--- config.mk ---
export PLATFORM = sky130hd
export DESIGN_NAME = ref_fetch_sched
export DESIGN_NICKNAME = d
export VERILOG_FILES = /design/src/rtl/ref_sched_pkg.sv /design/src/rtl/ref_addr_gen.sv /design/src/rtl/ref_fetch_sched.sv
export SDC_FILE = /design/constraint.sdc
export NUM_CORES = 1
export LEC_CHECK = 0
export ABC_AREA = 1
export CAP_MARGIN = 0
export CORE_AREA = 8 8 84 86
export CTS_CLUSTER_SIZE = 25
export DETAILED_ROUTE_END_ITERATION = 10
export DIE_AREA = 0 0 92 94
export PLACE_DENSITY = 0.79
export SYNTH_ARGS = -nofsm -noshare
export SYNTH_HDL_FRONTEND = slang
export SYNTH_SLANG_ARGS = --single-unit
--- constraint.sdc ---
create_clock -name clk -period 5.1 [get_ports clk]
set_input_delay 1.275 -clock clk [delete_from_list [all_inputs] [get_ports clk]]
set_output_delay 1.275 -clock clk [all_outputs]
set_load 0.02 [all_outputs]
--- src/rtl/ref_sched_pkg.sv ---
// Shared state encoding, geometry constants and a counter-width helper
// for the reference-window fetch scheduler.
package ref_sched_pkg;

    localparam int unsigned STATE_W = 3;
    typedef logic [STATE_W-1:0] state_t;

    localparam state_t IDLE       = 3'd0;
    localparam state_t FETCH      = 3'd1;
    localparam state_t WAIT_READY = 3'd2;
    localparam state_t RUN        = 3'd3;
    localparam state_t ADVANCE    = 3'd4;
    localparam state_t DONE       = 3'd5;

    localparam int unsigned MB_SIZE    = 16;
    localparam int unsigned BEAT_BYTES = 8;
    localparam int unsigned SEARCH_EXT = 7;

    // Counter width that never collapses to zero bits for single-entry ranges
    function automatic int unsigned cnt_w(input int unsigned n);
        return (n > 1) ? $clog2(n) : 1;
    endfunction

endpackage

--- src/rtl/ref_addr_gen.sv ---
// Search-window walker: row/beat counters and the external byte address
// of each 64-bit beat, registered as it is issued.
module ref_addr_gen
    import ref_sched_pkg::*;
#(
    parameter int unsigned ADDR_W        = 16,
    parameter int unsigned LINE_BYTES    = 48,
    parameter int unsigned WIN_ROWS      = 23,
    parameter int unsigned BEATS_PER_ROW = 3,
    parameter int unsigned MBX_W         = 1,
    parameter int unsigned MBY_W         = 1
) (
    input  logic              clk,
    input  logic              rst_n,
    input  logic              clr,
    input  logic              adv,
    input  logic [ADDR_W-1:0] base,
    input  logic [MBX_W-1:0]  mb_x,
    input  logic [MBY_W-1:0]  mb_y,
    output logic [ADDR_W-1:0] mem_addr,
    output logic              last_beat
);

    localparam int unsigned ROW_W  = cnt_w(WIN_ROWS);
    localparam int unsigned BEAT_W = cnt_w(BEATS_PER_ROW);

    logic [ROW_W-1:0]  row;
    logic [BEAT_W-1:0] beat;
    logic [ADDR_W-1:0] line_idx;
    logic [ADDR_W-1:0] addr_c;
    logic              row_end;

    // Beat address; all terms are truncated to ADDR_W so the sum wraps
    always_comb begin
        row_end   = (beat == BEAT_W'(BEATS_PER_ROW - 1));
        last_beat = row_end && (row == ROW_W'(WIN_ROWS - 1));
        line_idx  = ADDR_W'(MB_SIZE) * ADDR_W'(mb_y) + ADDR_W'(row);
        addr_c    = base
                  + line_idx * ADDR_W'(LINE_BYTES)
                  + ADDR_W'(MB_SIZE) * ADDR_W'(mb_x)
                  + ADDR_W'(BEAT_BYTES) * ADDR_W'(beat);
    end

    always_ff @(posedge clk or negedge rst_n) begin
        if (!rst_n) begin
            row      <= '0;
            beat     <= '0;
            mem_addr <= '0;
        end else if (clr) begin
            row  <= '0;
            beat <= '0;
        end else if (adv) begin
            mem_addr <= addr_c;
            if (row_end) begin
                beat <= '0;
                row  <= row + 1'b1;
            end else begin
                beat <= beat + 1'b1;
            end
        end
    end

endmodule

--- src/rtl/ref_fetch_sched.sv ---
// Per-MB reference-window fetch sequencer for motion estimation.
// Define REF_STALL_CNT_EN to add the stall_cnt cycle counter output.
module ref_fetch_sched
    import ref_sched_pkg::*;
#(
    parameter int unsigned FRAME_W_MB    = 2,
    parameter int unsigned FRAME_H_MB    = 2,
    parameter int unsigned LINE_BYTES    = 48,
    parameter int unsigned WIN_ROWS      = MB_SIZE + SEARCH_EXT,
    parameter int unsigned BEATS_PER_ROW = 3,
    parameter int unsigned ADDR_W        = 16
) (
    input  logic                            clk,
    input  logic                            rst_n,
    input  logic                            start,
    input  logic [ADDR_W-1:0]               frame_base,
    input  logic                            ref_read_en,
    output logic                            mem_rd_en,
    output logic [ADDR_W-1:0]               mem_addr,
    input  logic                            sram_ready,
    output logic                            me_start,
    input  logic                            next_block,
    output logic [cnt_w(FRAME_W_MB)-1:0]    mb_x,
    output logic [cnt_w(FRAME_H_MB)-1:0]    mb_y,
    output logic                            busy,
    output logic                            frame_done,
    output logic                            err
`ifdef REF_STALL_CNT_EN
    ,
    output logic [31:0]                     stall_cnt
`endif
);

    localparam int unsigned MBX_W = cnt_w(FRAME_W_MB);
    localparam int unsigned MBY_W = cnt_w(FRAME_H_MB);

    state_t            state;
    logic [ADDR_W-1:0] base_q;
    logic              start_ok;
    logic              adv_addr;
    logic              clr_addr;
    logic              last_beat;
    logic              mb_x_last;
    logic              mb_last;

    always_comb begin
        start_ok  = (state == IDLE) && start;
        adv_addr  = (state == FETCH) && ref_read_en;
        clr_addr  = start_ok || (state == ADVANCE);
        mb_x_last = (mb_x == MBX_W'(FRAME_W_MB - 1));
        mb_last   = mb_x_last && (mb_y == MBY_W'(FRAME_H_MB - 1));
    end

    ref_addr_gen #(
        .ADDR_W        (ADDR_W),
        .LINE_BYTES    (LINE_BYTES),
        .WIN_ROWS      (WIN_ROWS),
        .BEATS_PER_ROW (BEATS_PER_ROW),
        .MBX_W         (MBX_W),
        .MBY_W         (MBY_W)
    ) u_addr_gen (
        .clk       (clk),
        .rst_n     (rst_n),
        .clr       (clr_addr),
        .adv       (adv_addr),
        .base      (base_q),
        .mb_x      (mb_x),
        .mb_y      (mb_y),
        .mem_addr  (mem_addr),
        .last_beat (last_beat)
    );

    // Sequencer; protocol errors only raise err and never redirect the state
    always_ff @(posedge clk or negedge rst_n) begin
        if (!rst_n) begin
            state      <= IDLE;
            base_q     <= '0;
            mem_rd_en  <= 1'b0;
            me_start   <= 1'b0;
            mb_x       <= '0;
            mb_y       <= '0;
            busy       <= 1'b0;
            frame_done <= 1'b0;
            err        <= 1'b0;
        end else begin
            mem_rd_en  <= adv_addr;
            me_start   <= 1'b0;
            frame_done <= 1'b0;
            if ((next_block && (state != RUN)) || (sram_ready && (state == FETCH))) begin
                err <= 1'b1;
            end
            case (state)
                IDLE: begin
                    if (start) begin
                        base_q <= frame_base;
                        mb_x   <= '0;
                        mb_y   <= '0;
                        err    <= next_block;
                        busy   <= 1'b1;
                        state  <= FETCH;
                    end
                end
                FETCH: begin
                    if (ref_read_en && last_beat) begin
                        state <= WAIT_READY;
                    end
                end
                WAIT_READY: begin
                    if (sram_ready) begin
                        me_start <= 1'b1;
                        state    <= RUN;
                    end
                end
                RUN: begin
                    if (next_block) begin
                        state <= ADVANCE;
                    end
                end
                ADVANCE: begin
                    if (mb_last) begin
                        mb_x       <= '0;
                        mb_y       <= '0;
                        busy       <= 1'b0;
                        frame_done <= 1'b1;
                        state      <= DONE;
                    end else begin
                        if (mb_x_last) begin
                            mb_x <= '0;
                            mb_y <= mb_y + 1'b1;
                        end else begin
                            mb_x <= mb_x + 1'b1;
                        end
                        state <= FETCH;
                    end
                end
                DONE: begin
                    state <= IDLE;
                end
                default: begin
                    state <= IDLE;
                end
            endcase
        end
    end

`ifdef REF_STALL_CNT_EN
    // Saturating count of cycles lost waiting on RefSRAM
    always_ff @(posedge clk or negedge rst_n) begin
        if (!rst_n) begin
            stall_cnt <= '0;
        end else if (start_ok) begin
            stall_cnt <= '0;
        end else if (((state == WAIT_READY) || ((state == FETCH) && !ref_read_en))
                     && (stall_cnt != 32'hFFFF_FFFF)) begin
            stall_cnt <= stall_cnt + 32'd1;
        end
    end
`endif

endmodule

# After elaboration in Yosys (flattened, before gate mapping)

Cells that the tools add are included.

Word-level logic and storage cells: 84
Flip-flop bits (word level): 49
Bits of input ports: 22
Output and inout port bits: 23

Equality and inequality tests: 13
Multiply operators: 1
Reduce and logical (&&, ||, !) cells: 20
Multiplexer cells: 29
$add $sub $neg: 8
Bitwise logic cells: 1

Operators with widths:

| kind                                                                 | count |
|---|---|
| 16-bit by 5-bit adder with 16-bit output                             | 2 |
| 16-bit adder                                                         | 1 |
| 16-bit by 2-bit multiplier with 12-bit output, second input constant | 1 |
| 3-bit two-way mux                                                    | 5 |
| 5-bit two-way mux                                                    | 3 |
| 3-bit case mux with 5 select lines                                   | 1 |
| 1-bit two-way mux                                                    | 14 |
| 2-bit != test, second input constant                                 | 4 |
| 2-bit AND reduction                                                  | 4 |
| 1-bit logical AND                                                    | 7 |
| 5-bit by 5-bit adder with 6-bit output                               | 1 |
| 3-bit by 2-bit == test with 1-bit output, second input constant      | 2 |
| 2-bit two-way mux                                                    | 3 |
| 1-bit case mux with 2 select lines                                   | 3 |
| 3-bit AND reduction                                                  | 2 |
| 2-bit nonzero test                                                   | 3 |
| 5-bit by 1-bit adder with 5-bit output, second input constant        | 1 |
| 5-bit == test, second input constant                                 | 1 |
| 4-bit AND reduction                                                  | 1 |
| 3-bit by 1-bit == test with 1-bit output, second input constant      | 1 |
| 3-bit == test, second input constant                                 | 1 |
| 3-bit zero test                                                      | 1 |
| 3-bit by 2-bit != test with 1-bit output, second input constant      | 1 |
| 3-bit != test, second input constant                                 | 1 |
| 6 further kinds                                                      | 8 |

# Depth between registers and ports, before layout

Depth in word-level cells: 6
Gate-level depth with buffers: 21
Mapped depth without buffers: 21

# Cells and area by module

Synthesis repeated with hierarchy kept, for this count alone.

Cells, all modules: 383
Area total of the unflattened synthesis: 3201.8 um^2

By module, submodules not included:

| module          | cells each | sequential area each (um^2) | area an instance (um^2) | times used |
|---|---|---|---|---|
| ref_addr_gen    | 246        | 575.6                       | 1965.6                  | 1 |
| ref_fetch_sched | 137        | 650.6                       | 1236.2                  | 1 |

# Least setup slack after synthesis

OpenSTA, ideal clock, no wires.

Kind: register to register
From: reg mb_y
To: reg u_addr_gen.mem_addr[13]
Path buffers: 0
Data required time: 4.983 ns
Stages on the path, launching flop included: 19
Setup slack: 1.811 ns
Clock period less this slack: 3.289 ns
Arrival: 3.172 ns
Library setup time: 0.117 ns
Path through: dfrtp_1 > inv_1 > ha_1 > ha_1 > inv_1 > nor2_1 > nand4_1 > nand3_1 > xor2_1 > inv_1 > ha_1 > ha_1 > ha_1 > a21oi_1 > nor2_1 > nor2_1 > nand3b_1 > nand3_1 > nand2_1

Word-level cells in the longest chain between the ends: 5

RTL lines:

| item                                          | RTL line               | source |
|---|---|---|
| start, declared                               | ref_fetch_sched.sv:24  | `output logic [cnt_w(FRAME_H_MB)-1:0] mb_y,` |
| start signal, assigned                        | ref_fetch_sched.sv:129 | `mb_y <= mb_y + 1'b1;` |
| 5-bit by 5-bit adder with 6-bit output        | ref_addr_gen.sv:37     | `line_idx = ADDR_W'(MB_SIZE) * ADDR_W'(mb_y) + ADDR_W'(row);` |
| 16-bit by 2-bit multiplier with 12-bit output | ref_addr_gen.sv:39     | `+ line_idx * ADDR_W'(LINE_BYTES)` |
| 16-bit adder                                  | ref_addr_gen.sv:39     |  |
| 16-bit by 5-bit adder with 16-bit output      | ref_addr_gen.sv:40     | `+ ADDR_W'(MB_SIZE) * ADDR_W'(mb_x)` |
| 16-bit by 5-bit adder with 16-bit output      | ref_addr_gen.sv:41     | `+ ADDR_W'(BEAT_BYTES) * ADDR_W'(beat);` |
| end signal, assigned                          | ref_addr_gen.sv:53     | `mem_addr <= addr_c;` |
| end, declared                                 | ref_addr_gen.sv:20     | `output logic [ADDR_W-1:0] mem_addr,` |

No other way between the ends.
A chain may end at the register's enable or synchronous reset.

# Worst setup path after layout

From: reg u_addr_gen.row[0]
To: reg u_addr_gen.mem_addr[14]

Word-level cells in the longest chain between the ends: 5

RTL lines:

| item                                          | RTL line           | source |
|---|---|---|
| start, declared                               | ref_addr_gen.sv:27 | `logic [ROW_W-1:0] row;` |
| start signal, assigned                        | ref_addr_gen.sv:56 | `row <= row + 1'b1;` |
| 5-bit by 5-bit adder with 6-bit output        | ref_addr_gen.sv:37 |  |
| 16-bit by 2-bit multiplier with 12-bit output | ref_addr_gen.sv:39 |  |
| 16-bit adder                                  | ref_addr_gen.sv:39 |  |
| 16-bit by 5-bit adder with 16-bit output      | ref_addr_gen.sv:40 |  |
| 16-bit by 5-bit adder with 16-bit output      | ref_addr_gen.sv:41 |  |

No other way between the ends.

==> results_dict.tcl <==
set metrics [dict create \
    syn_area_sq_um 3054 \
    vias 2527 \
    crit_path_start "u_addr_gen.row[0]" \
    end_kind "register" \
    crit_path_start_kind "register" \
    fillers 492 \
    min_period_over_period 0.7038 \
    clk_latency_ns 0.31 \
    switching_share 0.4607 \
    min_period_ns 3.589 \
    synth_cells 372 \
    die-area_sq_um 8648 \
    antenna_cells 0 \
    place.gp.congestion 0.8972 \
    clk_pin_slew_ns 0.10 \
    core.rowCount 28 \
    cap_violations 0 \
    max_freq_mhz 278.6 \
    critPathCapture "u_addr_gen.mem_addr[14]" \
    routed_wl_mm 6.517 \
    fin_ws_ns 1.511 \
    whs_ns 0.4835 \
    yosys_warnings 0 \
    reg2reg_to "u_addr_gen.mem_addr[14]" \
    coreArea_sq_um 5746 \
    hold_path_class "register to register" \
    yosys_register_bits 49 \
    worstReg2RegStart "u_addr_gen.row[0]" \
    vias_per_cell 5.126 \
    cts.sinks 49 \
    final_antenna_net_count 0 \
    cts_max_level 2 \
    layout.cells.non_filler 493 \
    hpwl_mm 4.885 \
    maxSlewHeadroom 0.2875 \
    worst_pin_slew_ns 1.069 \
    cp_data_required_time_ns 5.31 \
    fin_setup_tns_ns 0 \
    clkPwrFrac 0.123 \
    globalRoute.totalOverflow 0 \
    p_comb_frac 0.584 \
    grt_pass1_wl_mm 11.32 \
    synth_simple_gate_area_share 0.2622 \
    numCtsBuffers 5 \
    critical_path_class "register to register" \
    most-common-layout-cells "122 x nand2_1, 49 x dfrtp_1, 45 x inv_1, 43 x clkdlybuf4s50_1, 34 x ha_1" \
    internal_power_mw 1.246 \
    grt_util_all_layers 0.1587 \
    synth_cell_type_count 33 \
    path_max_fanout 6 \
    drt_iter0_markers 111 \
    synthAdderAreaFrac 0.1655 \
    leakagePower_nw 1.948 \
    nets 477 \
    outcome "finished clean" \
    seq_power_share 0.293 \
    final_core_util 0.6355 \
    cts-hold-fix-buffers 0 \
    drv_slew 0 \
    cellPowerDensity_nw_per_um2 632.7 \
    rsz0062_at_grt "no" \
    cts_resized 0 \
    placedCellCount 485 \
    post_cts_buffers 0 \
    avgSynthCellArea_sq_um 8.210 \
    die_x_microns 92 \
    setup_viol 0 \
    start_util 0.5316 \
    arrival_ns 3.80 \
    ios 45 \
    yosysSeqAreaShare 0.4015 \
    cts-root-buf "clkbuf_8" \
    clockBufferDepth 2 \
    synth_top_family_by_area "simple AND/OR/NAND/NOR gates" \
    die_y_microns 94 \
    clock_skew_ns 0.009317 \
    reg2regPathDepth 15 \
    pre_cts_slack_ns 1.613 \
    grt_max_degree 50 \
    drt-wirelength-per-cell_microns 13.22 \
    portBuffers 44 \
    synth.net_count 432 \
    antenna_found_initial 0 \
    p_sw_mw 1.064 \
    cts_tree "built" \
    synth_compound_area_frac 0.06882 \
    syn_to_final_growth_pct 19.54 \
    synth_mux_area_frac 0 \
    dr.pass1.iters 4 \
    finalHoldViolations 0 \
    drc 0 \
    r2r_slack_ns 1.51 \
    vdd_drop_max_uv 313.2 \
    grt_pass1_vias 2526 \
    final_common_cell "nand2_1" \
    drive_gt1_frac 0.05742 \
    synthXorXnorAreaFrac 0.02581 \
]
cell usage after synthesis, drive strengths merged:
library cell	number	area, sq um
dfrtp	49	1226
o22ai	1	6.260
o21a	1	7.510
xor2	6	52.55
a21boi	1	7.510
nand3b	3	22.52
buf	6	45.04
inv	50	187.7
xnor2	3	26.28
o21ai	21	105.1
a21o	1	7.510
a22oi	1	7.510
a21oi	9	48.80
o21bai	1	7.510
nand4	5	31.28
nand2	125	486.7
ha	34	425.4
nor3	5	25.02
nor2	23	120.1
a31oi	2	12.51
nand3	21	115.1
fa	4	80.08
final cells by class:
cell class              instances  area [sq um]  share of cell area
repair buffers                 44         435.4              0.1193
flip-flops and latches         49          1226              0.3358
clock inverters                 3         43.79             0.01199
multi-input cells             267          1595              0.4369
well taps                      75         93.84             0.02570
clock buffers                   5         68.82             0.01885
inverters                      50         187.7             0.05141
layer usage:
metal / vias up / global-route usage / part of all wire
met5: - / 0 / 0
met4: 0 / 0.05638 / 0.018
met3: 13 / 0.04157 / 0.055
met2: 66 / 0.2682 / 0.48
met1: 1175 / 0.1909 / 0.45
li1: 1273 / - / -
how the worst min path moves through the flow:
stage / startpoint / endpoint / slack [ns] / cells past startpoint
4_1_cts: u_addr_gen.mem_addr[15] / u_addr_gen.mem_addr[15] / 0.49 / 2
5_1_grt: u_addr_gen.mem_addr[15] / u_addr_gen.mem_addr[15] / 0.51 / 2
3_3_place_gp: busy / busy / 0.46 / 2
6_report: base_q[12] / base_q[12] / 0.48 / 2
2_1_floorplan: base_q[10] / base_q[10] / 0.45 / 2
3_5_place_dp: u_addr_gen.mem_addr[15] / u_addr_gen.mem_addr[15] / 0.46 / 2
sequential cells by signal (all words and copies together) (netlist names):
| signal | count |
|---|---|
| base_q | 16 |
| u_addr_gen.mem_addr | 16 |
| u_addr_gen.row | 5 |
| state | 3 |
| u_addr_gen.beat | 2 |
| busy | 1 |
| err | 1 |
| frame_done | 1 |
| mb_x | 1 |
| mb_y | 1 |
| me_start | 1 |
| mem_rd_en | 1 |
worst max-delay path: stages, from the launching register on:
cell	delay, ns
dfrtp_1	0.46
ha_1	0.31
inv_1	0.11
fa_1	0.40
o21ai_0	0.20
a21o_1	0.18
xor2_1	0.15
ha_1	0.25
ha_1	0.31
ha_1	0.36
a21oi_1	0.30
nand2_1	0.11
nand2_1	0.11
nand4_1	0.10
nand3_1	0.11
nand2_1	0.05
cell families after synthesis:
kind of cell / count (synthesis)
simple gates: 182
buf+inv: 56
flops: 49
compound gates: 38
fa+ha+maj: 38
xor+xnor: 9
per-stage QoR:
stage                     power (mW)  instance area [sq um]
after detailed placement       2.014                   3538
after CTS                      2.327                   3651
after global routing           2.531                   3651
final                          2.310                   3651
after global placement         1.993                   3538
after floorplan                1.630                   3054
power by group through the flow:
| stage | sequential [mW] | clock (mW) | combinational, mW |
|---|---|---|---|
| after floorplan | 0.745 | 0 | 0.885 |
| after global placement | 0.674 | 0 | 1.32 |
| after detailed placement | 0.683 | 0 | 1.33 |
| after CTS | 0.676 | 0.294 | 1.36 |
| after global routing | 0.698 | 0.308 | 1.52 |
| final | 0.676 | 0.284 | 1.35 |
Note: power is estimated with default switching activity, not from simulation.
